==> src/rtl/ped_request.sv <==
// rtl/ped_request.sv - pedestrian pushbutton synchroniser/debouncer with latched request and tick-timed lockout
// Optional press queuing during lockout is enabled by defining PED_REQ_QUEUE_EN.
module ped_request #(
    parameter int CLK_HZ      = 12000000,
    parameter int DEBOUNCE_MS = 20,
    parameter int LOCKOUT_S   = 10
) (
    input  logic       clk,
    input  logic       rst_n,
    input  logic       btn_n,
    input  logic       tick_1s,
    input  logic       ack,
    output logic       req,
    output logic       lockout,
    output logic [7:0] req_cnt
);

    localparam int DB_CYCLES = CLK_HZ / 1000 * DEBOUNCE_MS;
    localparam int DB_W      = (DB_CYCLES > 1) ? $clog2(DB_CYCLES) : 1;
    localparam logic [DB_W-1:0] DB_LAST  = DB_W'(DB_CYCLES - 1);
    localparam logic [7:0]      LOCK_LOAD = 8'(LOCKOUT_S);

    typedef enum logic [1:0] {
        IDLE    = 2'd0,
        PENDING = 2'd1,
        LOCKOUT = 2'd2
    } state_t;

    logic            sync1_q, sync2_q;
    logic            db_q, db_d;
    logic [DB_W-1:0] db_cnt_q, db_cnt_d;
    logic            press_q, press_d;

    state_t          state_q, state_d;
    logic            req_q, req_d;
    logic            lockout_q, lockout_d;
    logic [7:0]      req_cnt_q, req_cnt_d;
    logic [7:0]      lock_cnt_q, lock_cnt_d;
`ifdef PED_REQ_QUEUE_EN
    logic            queued_q, queued_d;
`endif

    // Debounce: count only while the synchronised level disagrees with db.
    always_comb begin
        db_d     = db_q;
        db_cnt_d = '0;
        press_d  = 1'b0;
        if (sync2_q != db_q) begin
            if (db_cnt_q == DB_LAST) begin
                db_d    = sync2_q;
                press_d = ~sync2_q;
            end else begin
                db_cnt_d = db_cnt_q + 1'b1;
            end
        end
    end

    always_comb begin
        state_d    = state_q;
        req_d      = req_q;
        lockout_d  = lockout_q;
        req_cnt_d  = req_cnt_q;
        lock_cnt_d = lock_cnt_q;
`ifdef PED_REQ_QUEUE_EN
        queued_d   = queued_q;
`endif
        case (state_q)
            IDLE: begin
                req_d     = 1'b0;
                lockout_d = 1'b0;
                if (press_q) begin
                    state_d   = PENDING;
                    req_d     = 1'b1;
                    req_cnt_d = req_cnt_q + 8'd1;
                end
            end
            PENDING: begin
                req_d     = 1'b1;
                lockout_d = 1'b0;
                if (ack) begin
                    state_d    = LOCKOUT;
                    req_d      = 1'b0;
                    lockout_d  = 1'b1;
                    lock_cnt_d = LOCK_LOAD;
`ifdef PED_REQ_QUEUE_EN
                    if (press_q) begin
                        queued_d = 1'b1;
                    end
`endif
                end
            end
            LOCKOUT: begin
                req_d     = 1'b0;
                lockout_d = 1'b1;
`ifdef PED_REQ_QUEUE_EN
                if (press_q) begin
                    queued_d = 1'b1;
                end
`endif
                if (tick_1s) begin
                    // A zero count is unreachable but is treated as expiry so the FSM cannot stick.
                    if (lock_cnt_q <= 8'd1) begin
                        lock_cnt_d = 8'd0;
                        lockout_d  = 1'b0;
                        state_d    = IDLE;
`ifdef PED_REQ_QUEUE_EN
                        if (queued_q || press_q) begin
                            state_d   = PENDING;
                            req_d     = 1'b1;
                            req_cnt_d = req_cnt_q + 8'd1;
                            queued_d  = 1'b0;
                        end
`endif
                    end else begin
                        lock_cnt_d = lock_cnt_q - 8'd1;
                    end
                end
            end
            default: begin
                state_d    = IDLE;
                req_d      = 1'b0;
                lockout_d  = 1'b0;
                lock_cnt_d = 8'd0;
`ifdef PED_REQ_QUEUE_EN
                queued_d   = 1'b0;
`endif
            end
        endcase
    end

    always_ff @(posedge clk or negedge rst_n) begin
        if (!rst_n) begin
            sync1_q    <= 1'b1;
            sync2_q    <= 1'b1;
            db_q       <= 1'b1;
            db_cnt_q   <= '0;
            press_q    <= 1'b0;
            state_q    <= IDLE;
            req_q      <= 1'b0;
            lockout_q  <= 1'b0;
            req_cnt_q  <= 8'd0;
            lock_cnt_q <= 8'd0;
        end else begin
            sync1_q    <= btn_n;
            sync2_q    <= sync1_q;
            db_q       <= db_d;
            db_cnt_q   <= db_cnt_d;
            press_q    <= press_d;
            state_q    <= state_d;
            req_q      <= req_d;
            lockout_q  <= lockout_d;
            req_cnt_q  <= req_cnt_d;
            lock_cnt_q <= lock_cnt_d;
        end
    end

`ifdef PED_REQ_QUEUE_EN
    always_ff @(posedge clk or negedge rst_n) begin
        if (!rst_n) begin
            queued_q <= 1'b0;
        end else begin
            queued_q <= queued_d;
        end
    end
`endif

    assign req     = req_q;
    assign lockout = lockout_q;
    assign req_cnt = req_cnt_q;

endmodule

==> config.mk <==
export PLATFORM = sky130hd
export DESIGN_NAME = ped_request
export DESIGN_NICKNAME = d
export VERILOG_FILES = /design/src/rtl/ped_request.sv
export SDC_FILE = /design/constraint.sdc
export NUM_CORES = 1
export LEC_CHECK = 0
export CAP_MARGIN = 30
export CORE_ASPECT_RATIO = 2
export CORE_MARGIN = 2
export CORE_UTILIZATION = 44
export DETAILED_ROUTE_END_ITERATION = 12
export HOLD_SLACK_MARGIN = 0.06
export PLACE_DENSITY_LB_ADDON = 0.12
export SETUP_SLACK_MARGIN = 0.02
export SLEW_MARGIN = 10
export SYNTH_ARGS = -nofsm -noshare
export SYNTH_HDL_FRONTEND = slang
export SYNTH_SLANG_ARGS = --single-unit
==> constraint.sdc <==
create_clock -name clk -period 1.74 [get_ports clk]
set_input_delay 0.435 -clock clk [delete_from_list [all_inputs] [get_ports clk]]
set_output_delay 0.435 -clock clk [all_outputs]
set_load 0.005 [all_outputs]
==> impl_metrics.py, run 1 <==
metrics = {
    "timing": {
        "tightest_slew_ps": 513.7,
        "slew_headroom": 0.6575,
        "fin_ws_ps": -78.77,
        "setup_tns_ps": -332.1,
        "drv_slew": 0,
        "fin_skew_ps": 8.289,
        "hold_viol": 0,
        "fmax_ghz": 0.5498,
        "min_period_ps": 1819,
        "setup_viol": 8,
        "rsz0062_at_grt": "yes",
        "finalCritPeriodShare": 1.045,
    },
    "layout": {
        "antennaDiodeCount": 0,
        "post-route-util": 0.5852,
        "synthToLayoutAreaGrowth_pct": 26.96,
        "final_cells": 313,
        "fillerInstances": 423,
        "nNetsFinal": 269,
        "layout-drive-gt1-share": 0.2364,
    },
    "setup_path": {
        "path_max_fanout": 8,
        "cp_slowest_stage_delay_ps": 560,
        "crit_required_ps": 1910,
        "regToRegStartpoint": "lock_cnt_q[6]$_DFFE_PN0P_",
        "cp.arrival_ps": 1990,
        "crit_type": "reg -> reg",
        "crit_buf_inv": 0,
        "r2r_slack_ps": -80,
        "critPathCaptureType": "flop",
        "cp_top_family": "compound AO/OA/AOI/OAI gates",
        "r2r-end": "lock_cnt_q[7]$_DFFE_PN0P_",
        "slowest_stage": "or4_4",
        "path_cells": "or4_4 > o41a_4 > a32oi_1 > o41ai_1",
        "critPathLaunchType": "flop",
        "ff2ff_path_depth": 4,
    },
    "routing": {
        "final_antenna_net_count": 0,
        "drt-initial-drc-count": 29,
        "drc_errors": 0,
        "wl_um": 4780,
        "wl_per_cell_um": 15.27,
        "via_per_inst": 5.649,
        "first_pass_iters": 4,
        "num_vias": 1768,
    },
    "global_route": {
        "grt_max_degree": 23,
        "grt_pass1_wl_um": 8197,
        "overflow": 0,
        "grt_pass1_vias": 1844,
        "grt_use_total": 0.2023,
        "antenna_found_initial": 0,
    },
    "outcome": {
        "violations": "negative setup slack",
        "status": "complete, but fails checks",
    },
    "yosys": {
        "ys.flop_type": "dfrtp_1",
        "yosysTopAreaCell": "dfrtp_1",
        "synthArstFlopShare": 1.000,
        "syn_area_per_cell_um2": 10.14,
        "synth_common_cells": "dfrtp_1 (39), nor2_1 (25), nand2_1 (16)",
        "synthDistinctLibCells": 46,
        "ys_seq_elements": 42,
        "synth_area_leaders": "dfrtp_1 (46%), xnor2_1 (5.7%), nor2_1 (4.4%), ha_1 (4.1%), dfstp_2 (3.7%)",
        "synth_most_common_cell": "dfrtp_1",
        "yosysSeqAreaShare": 0.4930,
        "ys_warn_count": 0,
        "synthesis.nets": 223,
        "syn_area_mm2": 0.002140,
        "synth.top_cell.area_share": 0.4561,
        "synth_edf_count": 0,
        "syn_inst": 211,
    },
    "place": {
        "dp.cells": 299,
        "gp_congestion": 0.8984,
        "port_buffers": 14,
        "dpl_worst_slack_ps": -349.2,
        "hpwlAfterDp_um": 3632,
    },
    "clocking": {
        "cts_buffer_depth": 2,
        "cts_buffers": 5,
        "postCtsHoldBufs": 0,
        "ctsRootBufferMaster": "clkbuf_8",
        "clk_latency_ps": 290,
        "clk_pin_slew_ps": 80,
        "htreeDepth": 2,
        "cts_num_sinks": 42,
        "cts_tree": "done",
    },
    "die": {
        "core-area_mm2": 0.004642,
        "rows": 35,
        "ios": 15,
        "initial_core_util": 0.4609,
        "dieArea_mm2": 0.005470,
        "die_x_um": 53.31,
        "fp.dieH_um": 102.6,
    },
    "pwr": {
        "power_density_mw_per_mm2": 1101,
        "irDropWorstVdd_uv": 767.9,
        "leakagePower_nw": 1.185,
    },
    "hold_path": {
        "min_path_type": "in -> async",
    },
    "job": {
        "cap_violations": 0,
    },
}
[layer usage]
metal  vias up  wire [um]  GRT usage
met2        34       2882     0.3789
met5         -          0          0
met3         7        108    0.03043
li1        842          -          -
met4         0         88     0.1006
met1       885       1701     0.2057
[repair_timing]
item	4_1_cts	5_1_grt
gates resized for setup	6	7
pin swaps	6	2
buffers inserted	0	6
endpoints found under the setup margin	11	28
[kinds of logic (layout without fill, tap and decap cells)]
group / after synthesis / in the layout / share of synthesized area
buffers and inverters: 14 / 61 / 0.02866
AND/OR/NAND/NOR: 94 / 94 / 0.2327
flip-flops: 42 / 42 / 0.4930
adder cells (fa/ha/maj): 7 / 7 / 0.04093
multiplexers: 2 / 2 / 0.01053
XOR/XNOR: 23 / 23 / 0.09416
AO/OA/AOI/OAI: 29 / 29 / 0.1000
[layout make-up]
| cell class | count | area, um^2 | area share |
|---|---|---|---|
| Tap cell | 55 | 68.82 | 0.02533 |
| Clock inverter | 2 | 37.54 | 0.01382 |
| Sequential cell | 42 | 1059 | 0.3897 |
| Timing Repair Buffer | 43 | 367.9 | 0.1354 |
| Multi-Input combinational cell | 155 | 1074 | 0.3952 |
| Inverter | 10 | 37.54 | 0.01382 |
| Clock buffer | 6 | 72.57 | 0.02672 |
[placed cells by master, fill, tap and decap left out, drive strengths merged, types with 6 or more instances in the layout]
cell            n
xnor2          14
clkbuf          6
nand2          16
inv            10
buf            30
nand4          10
xor2            9
nand3          12
nor2           25
dfrtp          39
ha              7
clkdlybuf4s50  12
[worst reg2reg max path, stage by stage, from the launching register on]
cell and delay (ps):
dfrtp_1 390, or4_4 560, o41a_4 440, a32oi_1 220
o41ai_1 90
[state kept, by name (all words and copies together) (netlist names)]
signal,cells
state_q,2
sync2_q,1
sync1_q,1
db_q,1
lockout,1
req,1
press_q,1
lock_cnt_q,8
req_cnt,8
db_cnt_q,18
[worst max path at each step]
stage	startpoint	endpoint	slack, ps	depth (start not counted)
after floorplan	state_q[0]$_DFFE_PN0P_	lock_cnt_q[6]$_DFFE_PN0P_	-110	6
after global placement	ack	lock_cnt_q[6]$_DFFE_PN0P_	-320	5
after detailed placement	ack	lock_cnt_q[6]$_DFFE_PN0P_	-350	5
after CTS	state_q[0]$_DFFE_PN0P_	lock_cnt_q[6]$_DFFE_PN0P_	-70	5
after global routing	state_q[0]$_DFFE_PN0P_	lock_cnt_q[6]$_DFFE_PN0P_	-130	6
final	lock_cnt_q[6]$_DFFE_PN0P_	lock_cnt_q[7]$_DFFE_PN0P_	-80	4
[where the power goes]
part | internal, W | switching [W]
clock | 0.000428 | 0.000330
combinational | 0.000511 | 0.000579
sequential | 0.00106 | 0.0000793
[metrics by stage]
| step | total power [W] | instance area (um^2) | hold slack, ps |
|---|---|---|---|
| global route | 0.003176 | 2716 | 147.3 |
| finish | 0.002991 | 2716 | 105.3 |
| global placement | 0.002107 | 2510 | 346.1 |
| floorplan | 0.001774 | 2145 | 139.4 |
| detailed placement | 0.002149 | 2510 | 351.8 |
| CTS | 0.002968 | 2650 | 123.3 |
Note: power is estimated with default switching activity, not from simulation.
==> run 2, diff against run 1 <==
- ABC_AREA: unset -> 1
==> run 2 against run 1 <==
  * The run now ends clean
  * Final area rose by 0.74%
  * Area after synthesis increased by 9.5%
  * Global-route usage shrank 0.92 points
==> impl_metrics.py, run 2 <==
metrics = {
    "outcome": {
        "status": "finished, final reports clean",
    },
    "timing": {
        "setup_viol": 0,
        "fin_skew_ps": 4.419,
        "tightest_slew_ps": 369.4,
        "drv_slew": 0,
        "fin_ws_ps": 84.07,
        "slew_headroom": 0.7518,
        "min_period_ps": 1656,
        "fmax_ghz": 0.6039,
        "rsz0062_at_grt": "no",
        "fin_hold_ws_ps": 357.0,
        "finalCritPeriodShare": 0.9517,
        "setup_tns_ps": 0,
        "hold_viol": 0,
    },
    "pwr": {
        "total_power_w": 0.001809,
        "power_density_mw_per_mm2": 661.2,
        "irDropWorstVdd_uv": 515.1,
        "leakagePower_nw": 1.307,
    },
    "yosys": {
        "synthArstFlopShare": 1.000,
        "synthDistinctLibCells": 26,
        "synth_most_common_cell": "nand2_1",
        "ys_seq_elements": 42,
        "syn_area_per_cell_um2": 7.838,
        "ys_warn_count": 0,
        "ys.flop_type": "dfrtp_1",
        "synthesis.nets": 311,
        "synth_edf_count": 0,
        "synth.top_cell.area_share": 0.4164,
        "yosysSeqAreaShare": 0.4501,
        "yosysTopAreaCell": "dfrtp_1",
        "synth_common_cells": "nand2_1 (68), nor2_1 (51), dfrtp_1 (39), inv_1 (39), nand3_1 (22)",
        "syn_inst": 299,
        "synth_area_leaders": "dfrtp_1 (42%), nand2_1 (11%), nor2_1 (8.2%), inv_1 (6.2%), xor2_1 (5.2%)",
        "syn_area_mm2": 0.002343,
    },
    "setup_path": {
        "crit_type": "reg -> out",
        "cp_top_family": "buffers and inverters",
        "crit_required_ps": 1300,
        "critPathCaptureType": "output port",
        "crit_buf_inv": 1,
        "cp_slowest_stage_delay_ps": 530,
        "ff2ff_path_depth": 9,
        "path_max_fanout": 4,
        "cp.arrival_ps": 1220,
        "r2r-end": "lock_cnt_q[1]$_DFFE_PN0P_",
        "path_cells": "clkdlybuf4s50_1",
        "r2r_slack_ps": 170,
        "regToRegStartpoint": "lock_cnt_q[0]$_DFFE_PN0P_",
        "critPathLaunchType": "flop",
        "slowest_stage": "clkdlybuf4s50_1",
    },
    "layout": {
        "final_design_area_no_fill_mm2": 0.002736,
        "synthToLayoutAreaGrowth_pct": 16.76,
        "largest_reg_flops": 18,
        "antennaDiodeCount": 0,
        "top_register": "db_cnt_q",
        "layout_common_cells": "nand2_1 (68), nor2_1 (51), inv_1 (39)",
        "nNetsFinal": 340,
        "layout-drive-gt1-share": 0.1398,
        "final_common_cell": "nand2_1",
    },
    "die": {
        "initial_core_util": 0.4561,
        "die_x_um": 55.61,
        "dieArea_mm2": 0.005961,
        "rows": 37,
        "core-area_mm2": 0.005139,
        "fp.dieH_um": 107.2,
        "ios": 15,
    },
    "routing": {
        "first_pass_iters": 5,
        "wl_per_cell_um": 13.08,
        "drt-initial-drc-count": 56,
        "via_per_inst": 4.979,
        "wl_um": 5063,
        "drc_errors": 0,
        "final_antenna_net_count": 0,
        "num_vias": 1927,
    },
    "hold_path": {
        "hold_path_end": "sync2_q$_DFF_PN1_",
        "min_path_type": "reg -> reg",
        "hold_depth": 0,
        "min_from": "sync1_q$_DFF_PN1_",
    },
    "global_route": {
        "grt_max_degree": 20,
        "grt_pass1_wl_um": 8990,
        "grt_use_total": 0.1931,
        "overflow": 0,
        "antenna_found_initial": 0,
        "grt_pass1_vias": 2039,
    },
    "place": {
        "gp_congestion": 0.8883,
        "placed_area_mm2": 0.002609,
        "hpwlAfterDp_um": 4003,
        "dpl_worst_slack_ps": -10.17,
        "port_buffers": 14,
    },
    "clocking": {
        "htreeDepth": 2,
        "clk_latency_ps": 290,
        "clk_pin_slew_ps": 80,
        "cts_num_sinks": 42,
        "cts_buffer_depth": 2,
        "cts_buffers": 5,
        "cts_tree": "done",
        "ctsRootBufferMaster": "clkbuf_8",
    },
    "job": {
        "cap_violations": 0,
    },
}
-- run 2: where the power goes --
part	leakage [nW]	internal, W	total (W)	switching, W
clock network	0.0579	0.000422	0.000755	0.000333
registers	0.546	0.000985	0.000992	0.00000726
logic	0.703	0.0000240	0.0000619	0.0000379
-- run 2: area by class of cell --
cell class,instances,area (um^2)
clock buffers,5,68.82
clock inverters,3,40.04
fillers,519,2402
inverters,43,161.4
multi-input cells,213,1120
flip-flops and latches,42,1056
well taps,58,72.57
repair buffers,23,217.7
-- run 2: repair_timing --
action	in CTS	in global routing
endpoints found under the setup margin	0	2
setup buffers	0	1
gates resized for setup	0	1
hold buffers	1	0
endpoints found under the hold margin	13	0
-- run 2: kinds of logic (layout without fill, tap and decap cells) --
group	Yosys count	in the layout	synth area share
fa+ha+maj	7	7	0.03737
simple gates	175	175	0.3412
compound gates	13	13	0.02883
xor+xnor	18	18	0.07048
flops	42	42	0.4501
buf+inv	44	74	0.07208
-- run 2: layer usage --
metal | up-vias | GRT usage | share of wire
met4 | 0 | 0.1098 | 0.035
met2 | 44 | 0.3759 | 0.58
met3 | 14 | 0.02774 | 0.028
met5 | - | 0 | 0
met1 | 888 | 0.1856 | 0.36
li1 | 981 | - | -
-- run 2: how the worst max path moves through the flow --
stage,from,to,depth (start not counted)
finish,req_cnt[0]$_DFFE_PN0P_,req_cnt[0],1
CTS,req_cnt[3]$_DFFE_PN0P_,req_cnt[3],1
global route,req_cnt[0]$_DFFE_PN0P_,req_cnt[0],1
detailed placement,ack,lock_cnt_q[2]$_DFFE_PN0P_,9
global placement,ack,lock_cnt_q[2]$_DFFE_PN0P_,9
floorplan,lock_cnt_q[0]$_DFFE_PN0P_,lock_cnt_q[0]$_DFFE_PN0P_,9
-- run 2: stage by stage --
stage,utilization,std cells
after global placement,0.5077,377
after detailed placement,0.5077,377
final,0.5325,387
after floorplan,-,299
after global routing,0.5325,387
after CTS,0.5308,386
==> run 3, diff against run 2 <==
- CTS_CLUSTER_SIZE: unset -> 14
==> results of run 3 <==
The final DEF is identical to that of run 2; final timing and power are the same.
